--- src/rtl/keycode_pkg.sv ---
// Purpose: shared types and key constants for the keycode event controller.
// Latency: n/a (types and constants only).
// Backpressure: n/a.
package keycode_pkg;

  typedef enum logic [1:0] {
    EV_NONE    = 2'b00,
    EV_PRESS   = 2'b01,
    EV_RELEASE = 2'b10,
    EV_REPEAT  = 2'b11
  } ev_type_t;

  typedef enum logic [1:0] {
    IDLE   = 2'd0,
    DELAY  = 2'd1,
    REPEAT = 2'd2
  } kstate_t;

  localparam logic [7:0] KEY_NONE  = 8'h00;
  localparam logic [7:0] KEY_W     = 8'h1A;
  localparam logic [7:0] KEY_A     = 8'h04;
  localparam logic [7:0] KEY_S     = 8'h16;
  localparam logic [7:0] KEY_D     = 8'h07;
  localparam logic [7:0] KEY_SPACE = 8'h2C;

  // One queued key event; t sits in the upper two bits of the 10-bit entry.
  typedef struct packed {
    ev_type_t   t;
    logic [7:0] code;
  } key_event_t;

  localparam int EV_W = $bits(key_event_t);

endpackage

--- src/rtl/event_fifo.sv ---
// Purpose: synchronous show-ahead FIFO; head entry is always presented on dout.
// Latency: a push is visible on dout the cycle after the write edge when empty.
// Backpressure: push while full is ignored unless a pop happens in the same cycle.
// Ports: clk, rst (async active-high), push/din write side, pop read side,
//        dout head entry, empty/full status.
module event_fifo #(
  parameter int DEPTH = 4,
  parameter int W     = 10
) (
  input  logic         clk,
  input  logic         rst,
  input  logic         push,
  input  logic [W-1:0] din,
  input  logic         pop,
  output logic [W-1:0] dout,
  output logic         empty,
  output logic         full
);

  localparam int PW = (DEPTH > 1) ? $clog2(DEPTH) : 1;
  localparam int CW = $clog2(DEPTH + 1);

  logic [W-1:0]  mem [DEPTH];
  logic [PW-1:0] wr_ptr;
  logic [PW-1:0] rd_ptr;
  logic [CW-1:0] count;
  logic          do_push;
  logic          do_pop;

  assign empty   = (count == '0);
  assign full    = (count == CW'(DEPTH));
  assign do_pop  = pop && !empty;
  // A pop in the same cycle frees the slot, so a full FIFO can still accept.
  assign do_push = push && (!full || do_pop);
  assign dout    = mem[rd_ptr];

  always_ff @(posedge clk or posedge rst) begin
    if (rst) begin
      wr_ptr <= '0;
      rd_ptr <= '0;
      count  <= '0;
    end else begin
      if (do_push) wr_ptr <= wr_ptr + PW'(1);
      if (do_pop)  rd_ptr <= rd_ptr + PW'(1);
      case ({do_push, do_pop})
        2'b10:   count <= count + CW'(1);
        2'b01:   count <= count - CW'(1);
        default: count <= count;
      endcase
    end
  end

  // Storage needs no reset: entries are only observed between push and pop.
  always_ff @(posedge clk) begin
    if (do_push) mem[wr_ptr] <= din;
  end

endmodule

--- src/rtl/keycode_event_ctrl.sv ---
// Purpose: turns the level keycode from the SoC PIO into PRESS/RELEASE/REPEAT events.
// Latency: 2 clocks from keycode_in change to ev_valid (sample register + FSM push).
// Backpressure: ev_valid/ev_ready; events arriving at a full queue are dropped and flag overflow.
// Ports: Clk, Reset (async active-high), keycode_in, ev_ready, ovf_clear in;
//        ev_valid, ev_code, ev_type (head event), held_code, key_held, overflow out.
module keycode_event_ctrl
  import keycode_pkg::*;
#(
  parameter int REPEAT_DELAY = 25_000_000,
  parameter int REPEAT_RATE  = 5_000_000,
  parameter int FIFO_DEPTH   = 4,
  parameter int CNT_W        = 25
) (
  input  logic       Clk,
  input  logic       Reset,
  input  logic [7:0] keycode_in,
  input  logic       ev_ready,
  input  logic       ovf_clear,
  output logic       ev_valid,
  output logic [7:0] ev_code,
  output logic [1:0] ev_type,
  output logic [7:0] held_code,
  output logic       key_held,
  output logic       overflow
);

  localparam logic [CNT_W-1:0] DELAY_LAST = CNT_W'(REPEAT_DELAY - 1);
  localparam logic [CNT_W-1:0] RATE_LAST  = CNT_W'(REPEAT_RATE - 1);

  logic [7:0]       kc_s;
  logic [7:0]       cur_code;
  logic [7:0]       cur_code_nxt;
  kstate_t          state;
  kstate_t          state_nxt;
  logic [CNT_W-1:0] cnt;
  logic [CNT_W-1:0] cnt_nxt;
  logic [CNT_W-1:0] period_last;
  logic             push;
  key_event_t       push_dat;
  logic             fifo_empty;
  logic             fifo_full;
  logic [EV_W-1:0]  fifo_dout;
  key_event_t       head;
  logic             pop;
  logic             drop;

  always_ff @(posedge Clk or posedge Reset) begin
    if (Reset) begin
      kc_s     <= KEY_NONE;
      state    <= IDLE;
      cur_code <= KEY_NONE;
      cnt      <= '0;
      overflow <= 1'b0;
    end else begin
      kc_s     <= keycode_in;
      state    <= state_nxt;
      cur_code <= cur_code_nxt;
      cnt      <= cnt_nxt;
      // A drop in the same cycle as a clear must stay visible.
      if (drop)           overflow <= 1'b1;
      else if (ovf_clear) overflow <= 1'b0;
    end
  end

  assign period_last = (state == DELAY) ? DELAY_LAST : RATE_LAST;

  always_comb begin
    state_nxt    = state;
    cur_code_nxt = cur_code;
    cnt_nxt      = cnt;
    push         = 1'b0;
    push_dat     = '{t: EV_NONE, code: KEY_NONE};
    case (state)
      IDLE: begin
        if (kc_s != KEY_NONE) begin
          push         = 1'b1;
          push_dat     = '{t: EV_PRESS, code: kc_s};
          cur_code_nxt = kc_s;
          cnt_nxt      = '0;
          state_nxt    = DELAY;
        end
      end
      DELAY, REPEAT: begin
        // Any change, including a direct A->B, releases first; B is pressed from IDLE.
        if (kc_s != cur_code) begin
          push         = 1'b1;
          push_dat     = '{t: EV_RELEASE, code: cur_code};
          cur_code_nxt = KEY_NONE;
          cnt_nxt      = '0;
          state_nxt    = IDLE;
        end else if (cnt == period_last) begin
          // Advances even if the REPEAT is dropped by a full queue.
          push      = 1'b1;
          push_dat  = '{t: EV_REPEAT, code: cur_code};
          cnt_nxt   = '0;
          state_nxt = REPEAT;
        end else begin
          cnt_nxt = cnt + CNT_W'(1);
        end
      end
      default: state_nxt = IDLE;
    endcase
  end

  assign pop  = !fifo_empty && ev_ready;
  assign drop = push && fifo_full && !pop;

  event_fifo #(
    .DEPTH (FIFO_DEPTH),
    .W     (EV_W)
  ) u_fifo (
    .clk   (Clk),
    .rst   (Reset),
    .push  (push),
    .din   (push_dat),
    .pop   (pop),
    .dout  (fifo_dout),
    .empty (fifo_empty),
    .full  (fifo_full)
  );

  // Head fields are forced to zero while empty so stale entries never leak out.
  assign head      = fifo_dout;
  assign ev_valid  = !fifo_empty;
  assign ev_code   = fifo_empty ? KEY_NONE : head.code;
  assign ev_type   = fifo_empty ? EV_NONE  : head.t;
  assign held_code = cur_code;
  assign key_held  = (cur_code != KEY_NONE);

endmodule
--- config.mk ---
export PLATFORM = sky130hd
export DESIGN_NAME = keycode_event_ctrl
export DESIGN_NICKNAME = d
export VERILOG_FILES = /design/src/rtl/keycode_pkg.sv /design/src/rtl/event_fifo.sv /design/src/rtl/keycode_event_ctrl.sv
export SDC_FILE = /design/constraint.sdc
export NUM_CORES = 1
export LEC_CHECK = 0
export CAP_MARGIN = 20
export CORE_MARGIN = 3
export CORE_UTILIZATION = 55
export CTS_BUF_LIST = sky130_fd_sc_hd__clkbuf_4
export CTS_CLUSTER_SIZE = 10
export DETAILED_ROUTE_END_ITERATION = 8
export GPL_ROUTABILITY_DRIVEN = 0
export PLACE_DENSITY = 0.79
export RECOVER_POWER = 100
export SYNTH_ARGS = -nofsm -noshare
export SYNTH_HDL_FRONTEND = slang
export SYNTH_SLANG_ARGS = --single-unit
--- constraint.sdc ---
create_clock -name Clk -period 2.4 [get_ports Clk]
set_input_delay 0.48 -clock Clk [delete_from_list [all_inputs] [get_ports Clk]]
set_output_delay 0.48 -clock Clk [all_outputs]
set_load 0.01 [all_outputs]
Yosys cells after proc, flatten, opt, wreduce, memory -nomap -nowiden
Memories as Yosys holds them, arrays and structs flattened.
Cells that the tools add are included.
{"block": "totals", "word_cells": 71, "in_bits": 12, "register_bits": 51, "output_inout_bits": 21, "ramBits": 40, "n_memories": 1}
{"block": "op_classes", "eq_ne": 10, "reduce_logical": 20, "add_sub_neg": 5, "n_mux": 27}
{"name": "u_fifo.mem", "words": 4, "width": 10, "rd": 1, "rd_clocked_by_memory_dff": 0, "wr": 1, "line": "event_fifo.sv:23", "source": "logic [W-1:0] mem [DEPTH];"}
{"cell": "2-to-1 mux 25 bit", "n": 4}
{"cell": "one-hot mux 25 bit (2 select lines)", "n": 1}
{"cell": "adder 25 x 1 -> 25 bit, second input constant", "n": 1}
{"cell": "equality test 25 bit", "n": 1}
{"cell": "2-to-1 mux 8 bit", "n": 3}
{"cell": "2-to-1 mux 10 bit", "n": 2}
{"cell": "one-hot mux 10 bit (2 select lines)", "n": 1}
{"cell": "one-hot mux 8 bit (2 select lines)", "n": 1}
{"cell": "nonzero test 8 bit", "n": 2}
{"cell": "2-to-1 mux 9 bit", "n": 1}
{"cell": "2-to-1 mux 2 bit", "n": 4}
{"cell": "inequality test 8 bit", "n": 1}
{"cell": "2-to-1 mux 1 bit", "n": 7}
{"cell": "one-hot mux 3 bit (2 select lines)", "n": 1}
{"cell": "nonzero test 2 bit", "n": 3}
{"cell": "logical AND 1 bit", "n": 5}
{"cell": "adder 2 x 1 -> 2 bit, second input constant", "n": 2}
{"cell": "equality test 2 x 1 -> 1 bit, second input constant", "n": 2}
{"cell": "equality test 2 bit, second input constant", "n": 2}
{"cell": "inequality test 2 bit, second input constant", "n": 2}
{"cell": "one-hot mux 2 bit (2 select lines)", "n": 1}
{"cell": "AND reduction 2 bit", "n": 2}
{"cell": "adder 3 x 1 -> 3 bit, second input constant", "n": 1}
{"cell": "equality test 3 bit, second input constant", "n": 1}
{"cell": "9 further kinds", "n": 11}

Longest topological paths before layout
{"block": "logic_depth", "depth_word": 9, "mapped_depth": 11, "depth_no_buf": 11}

Modules after synthesis
A second synthesis with hierarchy kept.
{"block": "hier_totals", "cells_unflattened": 339, "area_unflattened_um2": 4366.7}
{"mod": "keycode_event_ctrl", "instances": 1, "seq_area_each_um2": 1101.1, "area_each_um2": 2489.9, "cells_per_inst": 248}
{"mod": "event_fifo", "instances": 1, "seq_area_each_um2": 1376.3, "area_each_um2": 1876.8, "cells_per_inst": 91}

Least setup slack after synthesis
No wires, ideal clock.
{"block": "synth_path", "kind": "reg-to-reg", "startpoint": "register cur_code[7] (netlist: held_code[7])", "endpoint": "register u_fifo.count[1]", "synth_period_minus_slack_ns": 2.675, "t_arrival_ns": 2.551, "setup_slack_ns": -0.275, "path_stages_with_launch": 10, "setup_ns": 0.124, "path_buffers": 0, "t_required_ns": 2.276, "path_cell_list": "dfrtp_1 xor2_1 nor4_4 a21oi_1 a211oi_4 nand2_1 fa_1 nand2b_1 mux2i_1 a211o_1"}
{"block": "synth_via", "elab_chain_cells": 6, "word_cells_on_any_way": 8, "cone_classes": "eq/ne (3); mux (3); reduce/logical (2)"}
{"element": "start, declared", "line": "keycode_event_ctrl.sv:31", "source": "logic [7:0] cur_code;"}
{"element": "start signal, assigned", "line": "keycode_event_ctrl.sv:57", "source": "cur_code <= cur_code_nxt;"}
{"element": "inequality test 8 bit (*)", "line": "keycode_event_ctrl.sv:85", "source": "if (kc_s != cur_code) begin"}
{"element": "2-to-1 mux 1 bit (*)", "line": "keycode_event_ctrl.sv:85"}
{"element": "one-hot mux 1 bit (2 select lines) (*)", "line": "keycode_event_ctrl.sv:73", "source": "case (state)"}
{"element": "logical AND 1 bit (*)", "line": "event_fifo.sv:34", "source": "assign do_push = push && (!full || do_pop);"}
{"element": "equality test 2 x 1 -> 1 bit or equality test 2 bit (tied branches)", "line": "event_fifo.sv:45", "source": "case ({do_push, do_pop})"}
{"element": "one-hot mux 3 bit (2 select lines) or nonzero test 2 bit (tied branches)"}
{"element": "end signal, assigned", "line": "event_fifo.sv:46", "source": "2'b10: count <= count + CW'(1);"}
{"element": "end signal, assigned", "line": "event_fifo.sv:47", "source": "2'b01: count <= count - CW'(1);"}
{"element": "end signal, assigned", "line": "event_fifo.sv:48", "source": "default: count <= count;"}
{"element": "end, declared", "line": "event_fifo.sv:26", "source": "logic [CW-1:0] count;"}
Every way passes the cells marked *; elsewhere a longest branch is shown, timed or not.
A chain may end at the register's enable or synchronous reset.

Worst setup path after layout
{"block": "layout_path", "startpoint": "register kc_s[4]", "endpoint": "register u_fifo.count[1]"}
{"block": "layout_via", "elab_chain_cells": 6, "word_cells_on_any_way": 10, "cone_classes": "eq/ne (3); mux (4); reduce/logical (3)"}
{"element": "start, declared", "line": "keycode_event_ctrl.sv:30", "source": "logic [7:0] kc_s;"}
{"element": "start signal, assigned", "line": "keycode_event_ctrl.sv:55", "source": "kc_s <= keycode_in;"}
{"element": "inequality test 8 bit or nonzero test 8 bit (tied branches)", "line": "keycode_event_ctrl.sv:85, keycode_event_ctrl.sv:75"}
{"element": "2-to-1 mux 1 bit, on equally long branches", "line": "keycode_event_ctrl.sv:85, keycode_event_ctrl.sv:75"}
{"element": "one-hot mux 1 bit (2 select lines) (*)", "line": "keycode_event_ctrl.sv:73"}
{"element": "logical AND 1 bit (*)", "line": "event_fifo.sv:34"}
{"element": "equality test 2 x 1 -> 1 bit or equality test 2 bit (tied branches)", "line": "event_fifo.sv:45"}
{"element": "one-hot mux 3 bit (2 select lines) or nonzero test 2 bit (tied branches)"}
Marked as above.

==> results.yml <==
setup_path:
  r2r_end: "u_fifo.count[1]$_DFFE_PP0P_"
  path_buf_inv: 0
  critPathLaunch: "kc_s[4]$_DFF_PP0_"
  r2r_slack_ps: -100
  arrival_ps: 2850
  critPathCapture: "u_fifo.count[1]$_DFFE_PP0P_"
  start_kind: "flip-flop"
  cp_num_cells: 9
  path_cells: "nor4_4 -> nand2_1 -> and2_4 -> a211oi_4 -> nand2_2 -> fa_1 -> nand2b_1 -> mux2i_1 -> a211o_1"
  cp_slowest_cell: "fa_1"
  cp.required_ps: 2750
  path_class: "reg2reg"
  critPathCaptureType: "flip-flop"
  r2r_start: "kc_s[4]$_DFF_PP0_"
  r2r_cells: 9
  slowest_delay_ps: 530
  cp_top_family: "simple AND/OR/NAND/NOR gates"
  critPathMaxFanout: 2
cells_and_area:
  antenna_cells: 0
  instances_no_fill: 540
  drive_gt1_share_pct: 31.5
  area_growth_pct: 29.6
  fin_nets: 457
  fin_area_um2: 5550
global_route:
  grt_overflow: 0
  antenna_found_initial: 0
  grt_usage_pct: 22.9
  grt_pass1_wl_mm: 15.4
  grt_max_degree: 23
  grt_pass1_vias: 3091
synthesis:
  synth-main-ff-cell: "dfrtp_1"
  synth_top_cell_by_area: "dfrtp_1"
  synth_nets: 357
  synth_top_area_share_pct: 29.8
  async_reset_ff_share_pct: 56.0
  avgSynthCellArea_um2: 12.8
  ys_ff_latch: 91
  syn_area_um2: 4290
  post-synth-top-count-cell: "dfrtp_1"
  yosysUniqueCellTypes: 52
  synth_edf_count: 40
  netlist_top_cells_area: "dfrtp_1, edfxtp_1, mux4_2"
  ys_top_cells_by_count: "dfrtp_1, edfxtp_1, nor2_1, nand2_1, xor2_1"
  synth.yosys.seq_area_share_pct: 57.8
  yosysWarnings: 0
  postSynthCellCount: 336
die:
  core_um2: 7410
  die_area_um2: 8890
  die_width_um: 94.3
  io_pins: 33
  dieHeight_um: 94.3
  initial_core_util_pct: 57.8
  row_count: 31
power:
  power_density_nw_per_um2: 984
  swShare_pct: 33.8
  vdd.ir_drop.worst_mv: 0.586
  p_int_mw: 3.62
  switchingPower_mw: 1.85
  p_seq_share_pct: 42.6
  clkPwrFrac_pct: 15.5
  combinationalPowerShare_pct: 41.9
  p_leak_nw: 2.22
routing:
  drtIter0Drc: 196
  dr_total_vias: 3064
  postRouteAntennaNets: 0
  dr.pass1.iters: 5
  wl_mm: 9.49
  wl_per_cell_um: 17.6
  vias_per_cell: 5.67
  drc: 0
sta:
  fin_crit_sh_pct: 104
  slew_headroom_pct: 38.8
  fin_crit_ps: 2500
  maxSlewViolCount: 0
  worstMarginPinSlew_ps: 918
  rsz0062_at_grt: "true"
  setup_viol: 1
  finalClockSkew_ps: 18.4
  finalHoldViolations: 0
  fmax_mhz: 400
  layout_setup_ws_ps: -101
placed_design:
  place_inst: 513
  portBuffers: 32
  dpl_cell_area_um2: 5200
  place_hpwl_mm: 6.67
clocking:
  root_buffer: "clkbuf_4"
  holdBufCountCts: 0
  numCtsBuffers: 9
  cts_tree: "built"
  htree_levels: 3
  clk_latency_ps: 450
  clk_pin_slew_ps: 170
  clock-sinks: 91
  clockBufferDepth: 2
status:
  failed_checks: "setup timing"
  status: "finished with violations"
worst_hold_path:
  worstHoldPathType: "reg2reg"
run:
  maxCapViolCount: 0
==> flip-flops by register name, summed over array words and instances (netlist names) <==
register       count
held_code          8
overflow           1
kc_s               8
cnt               25
state              2
u_fifo.count       3
u_fifo.mem        40
u_fifo.rd_ptr      2
u_fifo.wr_ptr      2
==> layout by cell type, fill, tap and decap left out, types with 4 or more instances in the layout <==
| cell | netlist | layout |
|---|---|---|
| a21oi_1 | 6 | 4 |
| a22o_1 | 16 | 11 |
| a22o_4 | 0 | 4 |
| and2_1 | 17 | 14 |
| and3_1 | 4 | 4 |
| and4_1 | 4 | 4 |
| buf_12 | 0 | 7 |
| buf_2 | 0 | 10 |
| buf_4 | 1 | 50 |
| clkbuf_4 | 0 | 9 |
| clkdlybuf4s50_1 | 0 | 11 |
| dfrtp_1 | 51 | 45 |
| dfrtp_2 | 0 | 6 |
| dlygate4sd3_1 | 0 | 10 |
| edfxtp_1 | 40 | 40 |
| ha_1 | 8 | 7 |
| inv_1 | 10 | 9 |
| inv_8 | 0 | 4 |
| mux2i_1 | 4 | 4 |
| mux4_2 | 10 | 10 |
| nand2_1 | 20 | 19 |
| nand3_1 | 12 | 11 |
| nand4_1 | 7 | 7 |
| nor2_1 | 32 | 32 |
| nor3_1 | 6 | 5 |
| nor4_4 | 2 | 4 |
| o21ai_0 | 10 | 10 |
| xnor2_1 | 10 | 10 |
| xor2_1 | 20 | 20 |
==> power groups by stage <==
| stage | registers [mW] | clock network (mW) | logic (mW) |
|---|---|---|---|
| after floorplan | 2.29 | 0 | 1.17 |
| after global placement | 2.31 | 0 | 2.11 |
| after detailed placement | 2.35 | 0 | 2.19 |
| after CTS | 2.33 | 0.859 | 2.20 |
| after global routing | 2.37 | 0.924 | 2.48 |
| final | 2.33 | 0.844 | 2.29 |
==> routing by layer <==
layer  part of all wire (%)  up-vias  routed length (um)  track usage [%]
met2                     51       80                4870             38.5
met4                    1.7        0                 161             8.78
li1                       -     1446                   -                -
met5                      0        -                   0                0
met3                    4.7       15                 446             3.21
met1                     42     1523                4020             30.2
==> repair_timing <==
action                     CTS  global route
gates resized for setup     52            24
cloned                       1             1
setup endpoints to repair   54           104
setup buffers                5             4
pin swaps                    3             6
==> logic make-up after synthesis <==
family                     count (synthesis)  share of synthesized area [%]
AOI/OAI and AO/OA                         44                           8.29
and+or+nand+nor                          128                           16.8
muxes                                     15                           6.45
DFF                                       91                           57.8
adders and majority gates                  9                           2.80
buffers and inverters                     19                           1.75
xor gates and xnor gates                  30                           6.13
==> cell type report <==
cell class                 count  area (um2)
sequential                    91        2480
timing repair buffer          95         855
fill                         480        1860
clock buffer                   9        67.6
inverter                      12        45.0
tap                           99         124
clock inverter                 7        77.6
multi-input combinational    227        1900
==> worst register-to-register path: cells and delay by family, from the launching register on <==
| family | cells | cell delay, ps |
|---|---|---|
| muxes | 1 | 70 |
| and+or+nand+nor | 5 | 870 |
| AOI/OAI and AO/OA | 2 | 480 |
| adders and majority gates | 1 | 530 |
| DFF | 1 | 470 |
==> through the flow <==
| step | hold slack, ps | setup WS, ps | TNS, ps | util [%] | power [mW] |
|---|---|---|---|---|---|
| 2_1_floorplan | 460 | -184 | -279 | - | 3.46 |
| 3_3_place_gp | 488 | -5.36 | -5.36 | 70.2 | 4.42 |
| 3_5_place_dp | 510 | -119 | -799 | 70.2 | 4.54 |
| 4_1_cts | 333 | -44.7 | -74.1 | 73.0 | 5.38 |
| 5_1_grt | 551 | -249 | -460 | 75.0 | 5.77 |
| 6_report | 538 | -101 | -101 | 75.0 | 5.46 |
==> worst min-delay path by stage <==
stage,startpoint,endpoint,cells after the start
global placement,cnt[1]$_DFFE_PP0P_,cnt[1]$_DFFE_PP0P_,2
finish,cnt[4]$_DFFE_PP0P_,cnt[4]$_DFFE_PP0P_,1
CTS,Reset,cnt[18]$_DFFE_PP0P_,2
detailed placement,cnt[1]$_DFFE_PP0P_,cnt[1]$_DFFE_PP0P_,2
floorplan,cnt[4]$_DFFE_PP0P_,cnt[4]$_DFFE_PP0P_,1
global route,keycode_in[2],kc_s[2]$_DFF_PP0_,1
Note: power is estimated with default switching activity, not from simulation.
